<file path="src/rtl/dac_spi_out_if.sv">
// Bus bundle between the oscillator-sum source and the DAC SPI output stage.
// The slave modport is the DAC stage; master is whatever feeds it samples.
interface dac_spi_out_if;
    logic signed [15:0] sample_in;
    logic        [2:0]  gain_shift;
    logic               enable;
    logic               dac_sclk;
    logic               dac_sync_n;
    logic               dac_din;
    logic               busy;
    logic               frame_done;
    logic               overrun;
    logic               sat;

    modport master (
        output sample_in, gain_shift, enable,
        input  dac_sclk, dac_sync_n, dac_din, busy, frame_done, overrun, sat
    );

    modport slave (
        input  sample_in, gain_shift, enable,
        output dac_sclk, dac_sync_n, dac_din, busy, frame_done, overrun, sat
    );
endinterface

</file>
<file path="src/rtl/dac_spi_out.sv">
// Periodic sample capture, power-of-two gain, offset-binary conversion and 24-bit SPI framing
// for a single 16-bit DAC. Define DACOUT_SAT_EN to clamp (instead of wrap) the gained sample.
module dac_spi_out #(
    parameter int         SCLK_DIV      = 4,
    parameter int         FRAME_BITS    = 24,
    parameter logic [7:0] CTRL_BYTE     = 8'h00,
    parameter int         SAMPLE_PERIOD = 256
) (
    input  logic         clk,
    input  logic         reset,
    dac_spi_out_if.slave bus
);
    localparam int DATA_W  = 16;
    localparam int BIT_CYC = 2 * SCLK_DIV;
    localparam int CW      = (BIT_CYC > 1) ? $clog2(BIT_CYC) : 1;
    localparam int BW      = $clog2(FRAME_BITS);
    localparam int PW      = $clog2(SAMPLE_PERIOD);

    localparam logic [CW-1:0] CYC_LAST  = CW'(BIT_CYC - 1);
    localparam logic [CW-1:0] SCLK_HALF = CW'(SCLK_DIV);
    localparam logic [BW-1:0] BIT_TOP   = BW'(FRAME_BITS - 1);
    localparam logic [PW-1:0] PCNT_LAST = PW'(SAMPLE_PERIOD - 1);

    typedef enum logic [1:0] {S_IDLE, S_SHIFT, S_DONE} state_t;

    state_t                r_state, w_state_nxt;
    logic [PW-1:0]         r_pcnt;
    logic [CW-1:0]         r_cyc, w_cyc_nxt, w_cyc_inc;
    logic [BW-1:0]         r_bit, w_bit_nxt;
    logic [FRAME_BITS-2:0] r_shreg, w_shreg_nxt;
    logic                  r_sclk, w_sclk_nxt;
    logic                  r_sync_n, w_sync_n_nxt;
    logic                  r_din, w_din_nxt;
    logic                  r_busy, r_done, r_overrun, w_ovr_nxt;
    logic                  w_due, w_bit_end, w_last_bit;
    logic [DATA_W-1:0]     w_code;
    logic [FRAME_BITS-1:0] w_frame;

`ifdef DACOUT_SAT_EN
    logic r_sat, w_clip;

    // Sign-extend to 23 bits, shift, clamp to the 16-bit range, then flip MSB to offset binary.
    function automatic logic [DATA_W:0] sat_code(input logic signed [DATA_W-1:0] s,
                                                 input logic [2:0] g);
        logic signed [22:0] v;
        logic [DATA_W-1:0]  c;
        logic               clip;
        v    = s;
        v    = v <<< g;
        clip = 1'b1;
        if (v > 23'sd32767)
            c = 16'h7FFF;
        else if (v < -23'sd32768)
            c = 16'h8000;
        else begin
            clip = 1'b0;
            c    = v[DATA_W-1:0];
        end
        return {clip, ~c[DATA_W-1], c[DATA_W-2:0]};
    endfunction

    assign {w_clip, w_code} = sat_code(bus.sample_in, bus.gain_shift);
    assign bus.sat          = r_sat;
`else
    // Only the low 16 bits of the shifted value survive, so a 16-bit shift is equivalent.
    function automatic logic [DATA_W-1:0] wrap_code(input logic [DATA_W-1:0] s,
                                                    input logic [2:0] g);
        logic [DATA_W-1:0] t;
        t = s << g;
        return {~t[DATA_W-1], t[DATA_W-2:0]};
    endfunction

    assign w_code  = wrap_code(bus.sample_in, bus.gain_shift);
    assign bus.sat = 1'b0;
`endif

    assign w_frame    = {CTRL_BYTE, w_code};
    assign w_due      = bus.enable && (r_pcnt == '0);
    assign w_bit_end  = (r_cyc == CYC_LAST);
    assign w_last_bit = (r_bit == '0);
    assign w_cyc_inc  = r_cyc + 1'b1;

    always_ff @(posedge clk) begin
        r_shreg <= w_shreg_nxt;
        if (reset) begin
            r_state   <= S_IDLE;
            r_pcnt    <= '0;
            r_cyc     <= '0;
            r_bit     <= '0;
            r_sclk    <= 1'b1;
            r_sync_n  <= 1'b1;
            r_din     <= 1'b0;
            r_busy    <= 1'b0;
            r_done    <= 1'b0;
            r_overrun <= 1'b0;
`ifdef DACOUT_SAT_EN
            r_sat     <= 1'b0;
`endif
        end else begin
            r_state   <= w_state_nxt;
            r_pcnt    <= (!bus.enable || r_pcnt == PCNT_LAST) ? '0 : r_pcnt + 1'b1;
            r_cyc     <= w_cyc_nxt;
            r_bit     <= w_bit_nxt;
            r_sclk    <= w_sclk_nxt;
            r_sync_n  <= w_sync_n_nxt;
            r_din     <= w_din_nxt;
            r_busy    <= (w_state_nxt != S_IDLE);
            r_done    <= (w_state_nxt == S_DONE);
            r_overrun <= w_ovr_nxt;
`ifdef DACOUT_SAT_EN
            r_sat     <= r_sat | (w_due && r_state == S_IDLE && w_clip);
`endif
        end
    end

    always_comb begin
        w_state_nxt = r_state;
        case (r_state)
            S_IDLE:  if (w_due) w_state_nxt = S_SHIFT;
            S_SHIFT: if (w_bit_end && w_last_bit) w_state_nxt = S_DONE;
            S_DONE:  w_state_nxt = S_IDLE;
            default: w_state_nxt = S_IDLE;
        endcase
    end

    // Next values for the registered outputs; SCLK rises with each new bit, falls mid-bit.
    always_comb begin
        w_cyc_nxt    = r_cyc;
        w_bit_nxt    = r_bit;
        w_shreg_nxt  = r_shreg;
        w_din_nxt    = r_din;
        w_sclk_nxt   = 1'b1;
        w_sync_n_nxt = 1'b1;
        w_ovr_nxt    = r_overrun | (w_due && r_state != S_IDLE);
        case (r_state)
            S_IDLE: begin
                if (w_due) begin
                    w_cyc_nxt    = '0;
                    w_bit_nxt    = BIT_TOP;
                    w_shreg_nxt  = w_frame[FRAME_BITS-2:0];
                    w_din_nxt    = w_frame[FRAME_BITS-1];
                    w_sync_n_nxt = 1'b0;
                end
            end
            S_SHIFT: begin
                if (!w_bit_end) begin
                    w_cyc_nxt    = w_cyc_inc;
                    w_sclk_nxt   = (w_cyc_inc < SCLK_HALF);
                    w_sync_n_nxt = 1'b0;
                end else if (!w_last_bit) begin
                    w_cyc_nxt    = '0;
                    w_bit_nxt    = r_bit - 1'b1;
                    w_din_nxt    = r_shreg[FRAME_BITS-2];
                    w_shreg_nxt  = {r_shreg[FRAME_BITS-3:0], 1'b0};
                    w_sync_n_nxt = 1'b0;
                end else begin
                    w_din_nxt = 1'b0;
                end
            end
            default: w_din_nxt = 1'b0;
        endcase
    end

    assign bus.dac_sclk   = r_sclk;
    assign bus.dac_sync_n = r_sync_n;
    assign bus.dac_din    = r_din;
    assign bus.busy       = r_busy;
    assign bus.frame_done = r_done;
    assign bus.overrun    = r_overrun;
endmodule

</file>
<file path="src/flat_wrapper.sv">
// flat-port wrapper written by rule: the top's interface ports become plain ports
module dac_spi_out_flat 
#(
    parameter int         SCLK_DIV      = 4,
    parameter int         FRAME_BITS    = 24,
    parameter logic [7:0] CTRL_BYTE     = 8'h00,
    parameter int         SAMPLE_PERIOD = 256
)
  (clk, reset, bus_sample_in, bus_gain_shift, bus_enable, bus_dac_sclk, bus_dac_sync_n, bus_dac_din, bus_busy, bus_frame_done, bus_overrun, bus_sat);
  dac_spi_out_if bus_i ();
  input  logic clk;
  input  logic reset;
  input wire logic [$bits(bus_i.sample_in)-1:0] bus_sample_in;
  input wire logic [$bits(bus_i.gain_shift)-1:0] bus_gain_shift;
  input wire logic [$bits(bus_i.enable)-1:0] bus_enable;
  output wire logic [$bits(bus_i.dac_sclk)-1:0] bus_dac_sclk;
  output wire logic [$bits(bus_i.dac_sync_n)-1:0] bus_dac_sync_n;
  output wire logic [$bits(bus_i.dac_din)-1:0] bus_dac_din;
  output wire logic [$bits(bus_i.busy)-1:0] bus_busy;
  output wire logic [$bits(bus_i.frame_done)-1:0] bus_frame_done;
  output wire logic [$bits(bus_i.overrun)-1:0] bus_overrun;
  output wire logic [$bits(bus_i.sat)-1:0] bus_sat;
  assign bus_i.sample_in = bus_sample_in;
  assign bus_i.gain_shift = bus_gain_shift;
  assign bus_i.enable = bus_enable;
  assign bus_dac_sclk = bus_i.dac_sclk;
  assign bus_dac_sync_n = bus_i.dac_sync_n;
  assign bus_dac_din = bus_i.dac_din;
  assign bus_busy = bus_i.busy;
  assign bus_frame_done = bus_i.frame_done;
  assign bus_overrun = bus_i.overrun;
  assign bus_sat = bus_i.sat;
  dac_spi_out #(.SCLK_DIV(SCLK_DIV), .FRAME_BITS(FRAME_BITS), .CTRL_BYTE(CTRL_BYTE), .SAMPLE_PERIOD(SAMPLE_PERIOD)) u_core (.clk(clk), .reset(reset), .bus(bus_i));
endmodule
</file>
<file path="config.mk">
export PLATFORM = sky130hd
export DESIGN_NAME = dac_spi_out_flat
export DESIGN_NICKNAME = d
export VERILOG_FILES = /design/src/rtl/dac_spi_out_if.sv /design/src/rtl/dac_spi_out.sv /design/src/flat_wrapper.sv
export SDC_FILE = /design/constraint.sdc
export NUM_CORES = 1
export LEC_CHECK = 0
export ABC_AREA = 0
export BUFFER_PORTS_ARGS = -buffer_cell sky130_fd_sc_hd__buf_2
export CAP_MARGIN = 20
export CELL_PAD_IN_SITES_DETAIL_PLACEMENT = 2
export CELL_PAD_IN_SITES_GLOBAL_PLACEMENT = 2
export CORE_MARGIN = 2
export CORE_UTILIZATION = 41
export CTS_CLUSTER_DIAMETER = 100
export DETAILED_ROUTE_END_ITERATION = 10
export PLACE_DENSITY = 0.95
export SLEW_MARGIN = 20
export SYNTH_ARGS = -nofsm -noshare
export SYNTH_HDL_FRONTEND = slang
export SYNTH_SLANG_ARGS = --single-unit
</file>
<file path="constraint.sdc">
create_clock -name clk -period 3.05 [get_ports clk]
set_input_delay 0.1525 -clock clk [delete_from_list [all_inputs] [get_ports clk]]
set_output_delay 0.1525 -clock clk [all_outputs]
set_load 0.01 [all_outputs]
</file>
* After elaboration in Yosys (flattened, before gate mapping)
Cells that the tools add are included.
** Cells by class
- Mux-type cells :: 23
- Shift operators :: 1
- Bitwise operators :: 3
- $add $sub $neg :: 3
- Magnitude comparators :: 1
- Reductions and logical operators :: 16
- Eq/ne operators :: 8
** Operator list (count)
- 23-bit two-way mux :: 3
- 23-bit one-hot mux with 2 select lines :: 1
- 16-bit by 3-bit left shift with 16-bit output :: 1
- 5-bit two-way mux :: 3
- 5-bit one-hot mux with 2 select lines :: 1
- 3-bit two-way mux :: 3
- 8-bit by 1-bit adder with 8-bit output (second input constant) :: 1
- 8-bit equality test (second input constant) :: 1
- 8-bit logical NOT :: 1
- 1-bit two-way mux :: 6
- 3-bit one-hot mux with 2 select lines :: 1
- 2-bit nonzero test :: 3
- 5-bit logical NOT :: 1
- 5-bit by 1-bit subtractor with 5-bit output (second input constant) :: 1
- 2-bit two-way mux :: 2
- 2-bit by 1-bit inequality test with 1-bit output (second input constant) :: 2
- 1-bit one-hot mux with 2 select lines :: 2
- 2-bit one-hot mux with 2 select lines :: 1
- 4-bit AND reduction :: 1
- 3-bit by 1-bit adder with 3-bit output (second input constant) :: 1
- 3-bit equality test (second input constant) :: 1
- 1-bit logical AND :: 3
- 3-bit < comparator (second input constant) :: 1
- 3-bit inequality test (second input constant) :: 1
- 12 further kinds :: 13
** Storage, ports and cells
- Word-level logic and storage cells :: 66
- Input bits :: 22
- Register bits :: 47

* Depth between registers and ports, before layout
- Depth in word-level cells :: 5
- Gate-level depth with buffers :: 6

* Worst setup path after synthesis
No wires, ideal clock.
- Path type :: flip-flop to flip-flop
- From :: reg u_core.r_bit[0]
- To :: reg u_core.r_shreg[0], enable pin
- Period minus slack after synthesis :: 1.926 ns
- Setup slack :: 1.124 ns
- Setup time :: 0.292 ns
- Stages on the path, launching flop included :: 7
- Data arrival time :: 1.634 ns
- Path through :: dfxtp_1 > inv_1 > ha_1 > or4b_4 > and3_4 > a21oi_4 > inv_2
** On the way
- Cells in the longest elaborated chain, start to end :: 3
** Ends and longest elaborated chain
- start: declaration :: RTL line dac_spi_out.sv:29 : logic [BW-1:0] r_bit, w_bit_nxt;
- start signal: assignment :: RTL line dac_spi_out.sv:103 : r_bit <= w_bit_nxt;
- 5-bit logical NOT :: RTL line dac_spi_out.sv:80 : assign w_last_bit = (r_bit == '0);
- 2-bit inequality test (no source line)
- 4-bit AND reduction (no source line)
- end signal: assignment :: RTL line dac_spi_out.sv:84 : r_shreg <= w_shreg_nxt;
- end: declaration :: RTL line dac_spi_out.sv:30 : logic [FRAME_BITS-2:0] r_shreg, w_shreg_nxt;
No other way between the ends.
A chain may end at the register's enable or synchronous reset.

* Worst setup path in the final report
- From :: reg u_core.r_bit[0]
- To :: reg u_core.r_shreg[12], enable pin
The elaborated chain is that of the path after synthesis.

==> metrics.txt <==
Post-CTS Setup Bufs 0; internal cell power 0.000965 W; FF-to-FF End u_core.r_shreg[12]$_DFFE_PP_; # IOs 29; Combinational Power Share 0.166; CP cell instances inv_1 > ha_1 > or4b_4 > and3_4 > a21oi_4 > inv_2; sequential share of power 0.552; Root Buffer clkbuf_8; Slowest-stage cell, CP or4b_4; global-route wire length before repair 9570 microns; M1 wire length 2520 microns; worst hold endpoint u_core.r_pcnt[6]$_SDFF_PP0_; largest cells by area after synthesis edfxtp_1 (28%), dfxtp_1 (19%), mux2i_1 (6.5%); DR vias 1755; Layout Utilization 0.464; HPWL after DPL 4300 microns; Worst VDD drop 209 uV; critical path startpoint category flop; Final Hold Fails 0; cts bufs inserted 5; Cell Area, Synth 2480 sq um; fin crit period 2.18 ns; Power Total 0.00133 W; Via density 5.59; DR WL/cell 18.6 microns; H-tree levels 2; First-pass DRT Iterations 4; Max-Slew Margin vs Limit 0.618; n_diodes 0; drc violations 0; clk buf depth 2; WHS Path Cells 3; Yosys cell types 52; Max-Cap Viols 0; worst hold margin 0.167 ns; Final nets 265; GP Congestion 0.728; met2 wire len 3100 microns; status completed; area grow syn2layout 10.2%; Chip Width 81.7 microns; setup violators final 0; sequential share of the synthesized area 0.473; clk_skew 0.00714 ns; Crit path largest cell delay 0.54 ns; die area 6680 sq um; top cell type's share of synthesized area 0.279; vias in the first global route 1937; row count 28; Met3 Wirelength 170 microns; R2R cell count 6; final setup TNS 0 ns; TritonCTS clock tree done; DR top layer met4; f_max 459 MHz; Die Ht 81.7 microns; grt ovf 0; Hold Path Origin bus_enable; crit-path max FO 23; Worst Tran Pin Value 0.573 ns; # port buffers 27; WL final 5860 microns; Clock transition at path regs 0.09 ns; WP data required 3.05 ns; flops & latches, synth 47; R2R Setup Slk 0.87 ns; Worst Path Buf+Inv 2; Hold Path Class in -> reg; layout cells sized above 1 0.247; Hold-fix buffers, CTS 0; cell count after synthesis 215; ANT nets after route 0; final worst-path cycle share 0.714; Core Footprint 5890 sq um; largest net degree at the start of global routing 29; NetSw 0.000360 W; area leader, netlist edfxtp_1; syn avg cell area 11.5 sq um; async set or reset register ratio after synthesis 0; Skew-Pair Late Insertion Delay 0.30 ns; Most used DFF post-synth dfxtp_1; crit end category flop; Clock power frac 0.281; top-count cell post-synth dfxtp_1; RR Startpoint u_core.r_bit[0]$_SDFFE_PP0P_; RSZ-0062 raised after global routing false; GRT Total Usage 0.193; CTS Sinks 47; Switching Share 0.272; family with the most delay on the worst path simple AND/OR/NAND/NOR gates; syn nets 242; Crit Path Class reg -> reg; Synth top cells by count dfxtp_1 (24), edfxtp_1 (23), nor2_1 (18), mux2i_1 (16), and3_1 (11); initial drt markers 59; Ys Warns 0; Max Slew Vio Count 0; Leak 1.10 nW; Initial Util 0.421; Arr. time, crit path 2.17 ns; antenna violations before repair 0; Post-CTS Resized 0; power density cells 486 nW/um^2; Post-synth EDFFs 23
-- registers in the layout, summed over array words and instances, names as in the netlist --
name and flops:
u_core.r_state 2, u_core.bus.dac_sync_n 1, u_core.bus.overrun 1, u_core.r_shreg 23
u_core.r_cyc 3, u_core.r_bit 5, u_core.bus.frame_done 1, u_core.bus.busy 1
u_core.bus.dac_sclk 1, u_core.r_pcnt 8, u_core.bus.dac_din 1
-- through the flow --
stage	area [sq um]	instances	setup WS (ns)
global placement	2650	306	0.988
detailed placement	2650	306	0.878
global route	2730	314	0.771
finish	2730	314	0.871
floorplan	2480	215	1.12
CTS	2730	314	0.858
-- placed cells by master (no fill, tap or decap), types with 3 or more instances in the layout --
master,n
buf_2,27
nand2_1,9
dfxtp_1,24
mux2i_1,16
and3_1,11
xor2_1,5
nor2_1,18
a21oi_1,5
o21ai_0,3
mux4_2,7
and2_1,10
inv_1,10
ha_1,5
a211oi_1,3
nand3_1,5
edfxtp_1,23
clkinv_2,3
a221o_1,9
clkbuf_8,5
a22o_1,3
-- routing by layer --
metal	track usage	up-vias
li1	-	848
met1	0.226	874
met2	0.356	27
met3	0.0407	6
met4	0.0533	0
met5	0	-
-- tightest hold or removal path, stage by stage --
cell	delay, ns
buf_2	0.10
nand2_1	0.11
nor2_1	0.06
-- power by group through the flow --
stage                     clock network [W]  logic [W]  registers (W)
after CTS                          0.000383   0.000224       0.000732
after detailed placement                  0   0.000223       0.000746
after global placement                    0   0.000208       0.000743
final                              0.000373   0.000220       0.000732
after floorplan                           0   0.000161       0.000740
after global routing               0.000404   0.000245       0.000737
-- layout make-up --
class | count | area (sq um)
timing repair buffer | 28 | 143
clock buffer | 5 | 68.8
fill | 611 | 3160
tap | 75 | 93.8
sequential | 47 | 1170
clock inverter | 3 | 15.0
multi-input combinational | 145 | 1200
inverter | 11 | 41.3
-- logic make-up after synthesis --
kind of cell | share of synthesized area
flip-flops | 0.473
other | 0.00151
AO/OA/AOI/OAI | 0.132
buffers and inverters | 0.0440
XOR/XNOR | 0.0212
AND/OR/NAND/NOR | 0.175
adder cells (fa/ha/maj) | 0.0253
multiplexers | 0.128
-- how the worst max path moves through the flow --
stage	startpoint	endpoint	slack, ns	cells past startpoint
after CTS	u_core.r_bit[0]$_SDFFE_PP0P_	u_core.r_shreg[19]$_SDFFCE_PN0P_	0.86	6
after detailed placement	u_core.r_bit[0]$_SDFFE_PP0P_	u_core.r_shreg[1]$_DFFE_PP_	0.88	6
after global routing	u_core.r_bit[1]$_SDFFE_PP0P_	u_core.r_shreg[19]$_SDFFCE_PN0P_	0.77	6
after global placement	u_core.r_bit[0]$_SDFFE_PP0P_	u_core.r_shreg[0]$_SDFFCE_PP0P_	0.99	6
after floorplan	u_core.r_bit[0]$_SDFFE_PP0P_	u_core.r_shreg[0]$_SDFFCE_PP0P_	1.12	6
final	u_core.r_bit[0]$_SDFFE_PP0P_	u_core.r_shreg[12]$_DFFE_PP_	0.87	6
No activity file was read; power rests on OpenSTA's default activity.
